==> config.mk <==
export PLATFORM = sky130hd
export DESIGN_NAME = sprite_motion_engine
export DESIGN_NICKNAME = d
export VERILOG_FILES = /design/src/rtl/sprite_motion_engine.sv
export SDC_FILE = /design/constraint.sdc
export NUM_CORES = 1
export LEC_CHECK = 0
export BUFFER_PORTS_ARGS = -buffer_cell sky130_fd_sc_hd__clkbuf_2
export CORE_ASPECT_RATIO = 1.75
export CORE_MARGIN = 3
export CORE_UTILIZATION = 50
export CTS_CLUSTER_DIAMETER = 100
export DETAILED_ROUTE_END_ITERATION = 8
export GPL_ROUTABILITY_DRIVEN = 1
export GPL_TIMING_DRIVEN = 0
export MAX_ROUTING_LAYER = met4
export PLACE_DENSITY = 0.7
export SYNTH_ARGS = -nofsm -noshare
export SYNTH_HDL_FRONTEND = slang
export SYNTH_SLANG_ARGS = --single-unit
==> constraint.sdc <==
create_clock -name i_clk -period 7 [get_ports i_clk]
set_input_delay 1.75 -clock i_clk [delete_from_list [all_inputs] [get_ports i_clk]]
set_output_delay 1.75 -clock i_clk [all_outputs]
set_load 0.01 [all_outputs]
==> src/rtl/sprite_motion_engine.sv <==
// Sprite motion engine: per-sprite position/speed/direction, one sprite advanced per clock after each frame pulse.
// Latency: sprite i is updated at the (i+1)th edge after next_frame is sampled; bounce pulses the following cycle.
// Backpressure: none; next_frame while a sweep is running is dropped and latches o_overrun. Optional macro: WRAP_MODE_EN.
module sprite_motion_engine #(
  parameter int NUM_SPRITES   = 4,
  parameter int COORD_W       = 8,
  parameter int SPEED_W       = 2,
  parameter int SPRITE_WIDTH  = 12,
  parameter int SPRITE_HEIGHT = 14,
  parameter int WIDTH_SMALL   = 160,
  parameter int HEIGHT_SMALL  = 120
) (
  input  logic                           i_clk,
  input  logic                           i_reset_n,
  input  logic                           i_enable_movement,
  input  logic                           i_next_frame,
  input  logic                           i_cfg_shift,
  input  logic                           i_cfg_data,
  input  logic                           i_cfg_load,
  output logic [NUM_SPRITES*COORD_W-1:0] o_sprite_x,
  output logic [NUM_SPRITES*COORD_W-1:0] o_sprite_y,
  output logic [NUM_SPRITES-1:0]         o_bounce,
  output logic                           o_busy,
  output logic                           o_overrun
);

  localparam int IDX_W = (NUM_SPRITES > 1) ? $clog2(NUM_SPRITES) : 1;
  localparam int CFG_W = IDX_W + 2*COORD_W + 2*SPEED_W + 3;

  localparam logic [COORD_W-1:0] MAX_X = COORD_W'(WIDTH_SMALL - SPRITE_WIDTH);
  localparam logic [COORD_W-1:0] MAX_Y = COORD_W'(HEIGHT_SMALL - SPRITE_HEIGHT);

  // Bit offsets of the config word fields, LSB upward: wrap, dir_y, dir_x, speed_y, speed_x, y, x, idx
  localparam int OFS_WRAP = 0;
  localparam int OFS_DY   = 1;
  localparam int OFS_DX   = 2;
  localparam int OFS_SY   = 3;
  localparam int OFS_SX   = OFS_SY + SPEED_W;
  localparam int OFS_Y    = OFS_SX + SPEED_W;
  localparam int OFS_X    = OFS_Y + COORD_W;
  localparam int OFS_IDX  = OFS_X + COORD_W;

  typedef enum logic {
    S_IDLE = 1'b0,
    S_RUN  = 1'b1
  } state_t;

  state_t             r_state;
  logic [IDX_W-1:0]   r_ptr;
  logic               r_busy;
  logic               r_overrun;
  logic [CFG_W-1:0]   r_sr;

  logic [COORD_W-1:0] r_x  [NUM_SPRITES];
  logic [COORD_W-1:0] r_y  [NUM_SPRITES];
  logic [SPEED_W-1:0] r_sx [NUM_SPRITES];
  logic [SPEED_W-1:0] r_sy [NUM_SPRITES];
  logic               r_dx [NUM_SPRITES];
  logic               r_dy [NUM_SPRITES];
`ifdef WRAP_MODE_EN
  logic               r_wrap [NUM_SPRITES];
`endif
  logic [NUM_SPRITES-1:0] r_bounce;

  // One axis step: returns {bounced_or_wrapped, new_dir, new_pos}.
  // Arithmetic is one bit wider than the coordinate so pos+speed never overflows.
  function automatic logic [COORD_W+1:0] f_step(
    input logic [COORD_W-1:0] pos,
    input logic [SPEED_W-1:0] spd,
    input logic               dir,
    input logic               wrap_en,
    input logic [COORD_W-1:0] lim
  );
    logic [COORD_W:0]   w_p;
    logic [COORD_W:0]   w_s;
    logic [COORD_W:0]   w_m;
    logic [COORD_W:0]   w_sum;
    logic [COORD_W-1:0] w_np;
    logic               w_nd;
    logic               w_b;
    w_p   = {1'b0, pos};
    w_s   = (COORD_W+1)'(spd);
    w_m   = {1'b0, lim};
    w_sum = w_p + w_s;
    w_np  = pos;
    w_nd  = dir;
    w_b   = 1'b0;
    if (spd != '0) begin
      if (!dir) begin
        if (wrap_en) begin
          if (w_sum > w_m) begin
            w_np = COORD_W'(w_sum - w_m - (COORD_W+1)'(1));
            w_b  = 1'b1;
          end else begin
            w_np = COORD_W'(w_sum);
          end
        end else if (w_sum >= w_m) begin
          w_np = lim;
          w_nd = 1'b1;
          w_b  = 1'b1;
        end else begin
          w_np = COORD_W'(w_sum);
        end
      end else begin
        if (wrap_en) begin
          if (w_p < w_s) begin
            w_np = COORD_W'(w_p + w_m + (COORD_W+1)'(1) - w_s);
            w_b  = 1'b1;
          end else begin
            w_np = COORD_W'(w_p - w_s);
          end
        end else if (w_p <= w_s) begin
          w_np = '0;
          w_nd = 1'b0;
          w_b  = 1'b1;
        end else begin
          w_np = COORD_W'(w_p - w_s);
        end
      end
    end
    return {w_b, w_nd, w_np};
  endfunction

  // Config word decode straight off the shift register
  logic [IDX_W-1:0]   w_cfg_idx;
  logic [COORD_W-1:0] w_cfg_x;
  logic [COORD_W-1:0] w_cfg_y;
  logic [COORD_W-1:0] w_cfg_x_clamp;
  logic [COORD_W-1:0] w_cfg_y_clamp;
  logic [SPEED_W-1:0] w_cfg_sx;
  logic [SPEED_W-1:0] w_cfg_sy;
  logic               w_cfg_dx;
  logic               w_cfg_dy;
  logic               w_load_ok;

  assign w_cfg_idx     = r_sr[OFS_IDX +: IDX_W];
  assign w_cfg_x       = r_sr[OFS_X +: COORD_W];
  assign w_cfg_y       = r_sr[OFS_Y +: COORD_W];
  assign w_cfg_sx      = r_sr[OFS_SX +: SPEED_W];
  assign w_cfg_sy      = r_sr[OFS_SY +: SPEED_W];
  assign w_cfg_dx      = r_sr[OFS_DX];
  assign w_cfg_dy      = r_sr[OFS_DY];
  assign w_cfg_x_clamp = (w_cfg_x > MAX_X) ? MAX_X : w_cfg_x;
  assign w_cfg_y_clamp = (w_cfg_y > MAX_Y) ? MAX_Y : w_cfg_y;
  // Out-of-range sprite indices make the load a no-op
  assign w_load_ok     = i_cfg_load && ({1'b0, w_cfg_idx} < (IDX_W+1)'(NUM_SPRITES));

  // Single shared step unit, fed by the sprite under the sweep pointer
  logic               w_upd;
  logic               w_wrap_sel;
  logic [COORD_W+1:0] w_step_x;
  logic [COORD_W+1:0] w_step_y;

  assign w_upd = (r_state == S_RUN);
`ifdef WRAP_MODE_EN
  assign w_wrap_sel = r_wrap[r_ptr];
`else
  assign w_wrap_sel = 1'b0;
`endif
  assign w_step_x = f_step(r_x[r_ptr], r_sx[r_ptr], r_dx[r_ptr], w_wrap_sel, MAX_X);
  assign w_step_y = f_step(r_y[r_ptr], r_sy[r_ptr], r_dy[r_ptr], w_wrap_sel, MAX_Y);

  // Serial config shift register; a load in the same cycle freezes it
  always_ff @(posedge i_clk or negedge i_reset_n) begin
    if (!i_reset_n) begin
      r_sr <= '0;
    end else if (!i_cfg_load && i_cfg_shift) begin
      r_sr <= {r_sr[CFG_W-2:0], i_cfg_data};
    end
  end

  // Sweep FSM: walks the pointer across all sprites once per accepted frame pulse
  always_ff @(posedge i_clk or negedge i_reset_n) begin
    if (!i_reset_n) begin
      r_state   <= S_IDLE;
      r_ptr     <= '0;
      r_busy    <= 1'b0;
      r_overrun <= 1'b0;
    end else begin
      case (r_state)
        S_IDLE: begin
          if (i_next_frame && i_enable_movement) begin
            r_state <= S_RUN;
            r_ptr   <= '0;
            r_busy  <= 1'b1;
          end
        end
        S_RUN: begin
          if (i_next_frame) begin
            r_overrun <= 1'b1;
          end
          if (r_ptr == IDX_W'(NUM_SPRITES - 1)) begin
            r_state <= S_IDLE;
            r_ptr   <= '0;
            r_busy  <= 1'b0;
          end else begin
            r_ptr <= r_ptr + IDX_W'(1);
          end
        end
        default: begin
          r_state <= S_IDLE;
          r_ptr   <= '0;
          r_busy  <= 1'b0;
        end
      endcase
    end
  end

  // Sprite state: a config load beats the sweep step for the same sprite
  always_ff @(posedge i_clk or negedge i_reset_n) begin
    if (!i_reset_n) begin
      for (int i = 0; i < NUM_SPRITES; i++) begin
        r_x[i]  <= '0;
        r_y[i]  <= '0;
        r_sx[i] <= SPEED_W'(1);
        r_sy[i] <= SPEED_W'(1);
        r_dx[i] <= 1'b0;
        r_dy[i] <= 1'b0;
`ifdef WRAP_MODE_EN
        r_wrap[i] <= 1'b0;
`endif
      end
      r_bounce <= '0;
    end else begin
      r_bounce <= '0;
      for (int i = 0; i < NUM_SPRITES; i++) begin
        if (w_load_ok && (w_cfg_idx == IDX_W'(i))) begin
          r_x[i]  <= w_cfg_x_clamp;
          r_y[i]  <= w_cfg_y_clamp;
          r_sx[i] <= w_cfg_sx;
          r_sy[i] <= w_cfg_sy;
          r_dx[i] <= w_cfg_dx;
          r_dy[i] <= w_cfg_dy;
`ifdef WRAP_MODE_EN
          r_wrap[i] <= r_sr[OFS_WRAP];
`endif
        end else if (w_upd && (r_ptr == IDX_W'(i))) begin
          r_x[i]      <= w_step_x[COORD_W-1:0];
          r_dx[i]     <= w_step_x[COORD_W];
          r_y[i]      <= w_step_y[COORD_W-1:0];
          r_dy[i]     <= w_step_y[COORD_W];
          r_bounce[i] <= w_step_x[COORD_W+1] | w_step_y[COORD_W+1];
        end
      end
    end
  end

  // Pack per-sprite coordinates onto the flat output buses
  for (genvar g = 0; g < NUM_SPRITES; g++) begin : g_pack
    assign o_sprite_x[g*COORD_W +: COORD_W] = r_x[g];
    assign o_sprite_y[g*COORD_W +: COORD_W] = r_y[g];
  end

  assign o_bounce  = r_bounce;
  assign o_busy    = r_busy;
  assign o_overrun = r_overrun;

endmodule
==> flow_summary.toml <==
[run_status]
outcome = "complete, no violations"

[clocking]
insertion_delay_ns = 0.42
cts-buffers-inserted = 17
clockRootBuffer = "clkbuf_16"
clk_pin_slew_ns = 0.06
cts.sink_count = 122
hold_buffers = 0
post_cts_buffers = 0
cts.path.max_buffers = 2
cts_max_level = 4
post_cts_resized = 0
tritoncts = "yes"

[pwr]
power_leakage_nw = 3.595
power_density_nw_per_um2 = 533.5
ir_worst_vdd_uv = 255.4
power_w = 0.004389

[floorplan]
num_rows = 56
fp.dieW_um = 95.63
core_um2 = 13590
dieHeight_um = 162.9
dieArea_um2 = 15570
ios = 77
start_util_pct = 51.71

[timing]
setup_violations = 0
drv_slew = 0
hold_viol_final = 0
setup_slack_ns = 1.281
setup_tns_ns = 0
rsz0062_at_grt = "no"
fmax_mhz = 174.9
worstMarginPinSlew_ns = 1.080
period_share_pct = 81.70
holdWs_ns = 0.4575
relSlewSlack_pct = 27.79
period_minus_slack_ns = 5.719
finClkSkew_ns = 0.009023

[synth]
netlist.area_leader.share_pct = 40.58
ys.flop_type = "dfrtp_1"
yosysTopAreaCell = "dfrtp_1"
synth.avg_cell_area_um2 = 9.603
synth_cell_types = 68
ys_async_sr_fraction_pct = 100.0
syn_area_um2 = 7029
synth_fp_nets = 755
syn_inst = 732
synth_enable_flop_cells = 0
ys_ff_latch = 122
ys_seq_area_share_pct = 43.57
yosysWarnings = 0
synth.area.top_cells = "dfrtp_1 41%, mux4_2 7.0%, o21ai_0 5.3%"

[worst_setup_path]
crit_type = "reg -> reg"
worst-path-buf-inv = 3
rr_worst_depth = 13
critPathMaxStageDelay_ns = 0.78
cp_common_cell = "buf_2"
arrival_ns = 6.00
crit_fanout = 10
critical-path-top-delay-family = "compound AO/OA/AOI/OAI gates"
reg2reg_slack_ns = 1.28
crit_slowest_cell = "buf_1"
crit_chain = "buf_2 -> buf_2 -> buf_1 -> mux4_2 -> ha_1 -> nor2b_1 -> o21ai_0 -> mux2i_1 -> nor4b_1 -> o32ai_1 -> nand2_1 -> a32oi_1 -> nor2_1"
timing.rr.start = "r_ptr[1]$_DFFE_PN0P_"
cp.required_ns = 7.28
worst_setup_path_end_kind = "flop"
regToRegEndpoint = "o_bounce[1]$_DFF_PN0_"
worstSetupStartpointType = "flop"

[placement]
dp.cells = 982
port_buffers = 75
pre_cts_ws_ns = 1.448
gp_congestion = 0.9838
dp_hpwl_um = 17420

[min_path]
whs_endpoint = "o_overrun$_DFFE_PN0P_"
worstHoldStart = "o_overrun$_DFFE_PN0P_"
min_path_type = "reg -> reg"
whs_path_depth = 1

[global_route]
grt_usage_pct = 32.74
overflow = 0
grt_antenna_before_repair = 0
grt_pass1_wl_um = 37050
grt_start_max_net_pins = 100
grt_pass1_vias = 6785

[final_layout]
nets = 850
area_growth_pct = 17.02
final_cell_count_no_fill = 1014
antenna_cells = 0
layout-drive-gt1-share_pct = 21.31

[drt]
drtAntennaViolNets = 0
wl_per_cell_um = 23.73
drcViolationCount = 0
vias_per_cell = 6.725
drt_pass1_iterations = 6
drtIter0Drc = 709
vias = 6819
drt_wl_total_um = 24060

[run]
drv_cap = 0
-- sequential cells by signal, summed over array words and instances, names as in the netlist, 2 cells and up --
| name | flops |
|---|---|
| o_sprite_x | 32 |
| o_sprite_y | 32 |
| r_sr | 25 |
| r_sx | 8 |
| r_sy | 8 |
| o_bounce | 4 |
| r_dx | 4 |
| r_dy | 4 |
| r_ptr | 2 |
-- layout by cell type, fill, tap and decap left out, drive strengths merged, types with 7 or more instances in the layout --
cell type,netlist,layout
clkbuf,40,134
dfrtp,114,114
nand2,93,93
o21ai,82,82
nor2,71,71
a21oi,33,33
mux2,28,28
a31oi,27,27
mux4,22,22
inv,17,19
o22ai,15,15
a21o,15,15
mux2i,13,13
ha,12,12
nor3,9,9
buf,8,9
dfstp,8,8
nor2b,7,7
nor4,7,7
or3,7,7
o21a,7,7
clkinvlp,0,7
-- per-stage QoR --
| stage | utilization [%] | cell area (um^2) |
|---|---|---|
| 2_1_floorplan | - | 7029 |
| 3_3_place_gp | 56.08 | 7622 |
| 3_5_place_dp | 56.35 | 7660 |
| 4_1_cts | 60.51 | 8225 |
| 5_1_grt | 60.51 | 8225 |
| 6_report | 60.51 | 8225 |
-- routing by layer --
metal	part of all wire [%]	GRT usage [%]	vias to the layer above
met5	0	-	-
met4	6.0	19.43	0
met3	9.6	6.565	121
met2	50	52.80	485
met1	35	36.96	3320
li1	-	-	2893
-- cell usage after synthesis (5+ instances only) --
cell type / count
o21ai_0: 75
mux2_2: 28
ha_1: 12
a221oi_1: 5
nor2_1: 71
o31ai_1: 5
or3_1: 7
nand2b_1: 6
nand2_1: 93
dfstp_2: 8
a221o_1: 5
o21a_1: 7
a31oi_1: 27
mux4_2: 22
nor2b_1: 7
mux2i_1: 13
nor4_1: 7
nand3_1: 6
a21o_1: 15
nor3_1: 9
inv_1: 17
o22ai_1: 15
clkbuf_1: 40
and2_1: 6
dfrtp_1: 114
o21ai_1: 7
a21oi_1: 33
-- layout make-up --
cell class,instances,area (um^2)
timing repair buffer,76,411.6
fill,1171,5368
buffer,48,195.2
clock buffer,19,442.9
tap,174,217.7
inverter,17,63.81
clock inverter,13,122.6
multi-input combinational,545,3709
sequential,122,3063
-- where the power goes --
part	switching (W)	internal [W]	total [W]	leakage, nW
Clock	0.000336	0.000499	0.000834	0.254
Sequential	0.000247	0.000957	0.00120	1.51
Combinational	0.00148	0.000873	0.00235	1.83
-- worst max-delay path by stage --
stage	startpoint	to	depth (start not counted)
finish	r_ptr[1]$_DFFE_PN0P_	o_bounce[1]$_DFF_PN0_	13
detailed placement	r_ptr[1]$_DFFE_PN0P_	o_sprite_y[16]$_DFFE_PN0P_	13
floorplan	r_ptr[1]$_DFFE_PN0P_	o_sprite_y[10]$_DFFE_PN0P_	13
CTS	r_ptr[1]$_DFFE_PN0P_	o_sprite_y[16]$_DFFE_PN0P_	13
global route	r_ptr[1]$_DFFE_PN0P_	o_sprite_x[3]$_DFFE_PN0P_	14
global placement	r_ptr[1]$_DFFE_PN0P_	o_sprite_x[19]$_DFFE_PN0P_	14
-- kinds of logic (layout without fill, tap and decap cells) --
| kind of cell | after synthesis | in the layout | synth area share, % |
|---|---|---|---|
| buffers and inverters | 65 | 173 | 3.684 |
| DFF | 122 | 122 | 43.57 |
| xor gates and xnor gates | 2 | 2 | 0.2492 |
| adders and majority gates | 16 | 16 | 3.275 |
| AOI/OAI and AO/OA | 234 | 234 | 21.20 |
| and+or+nand+nor | 230 | 230 | 14.63 |
| muxes | 63 | 63 | 13.39 |
Power figures use the tool's default switching activity.
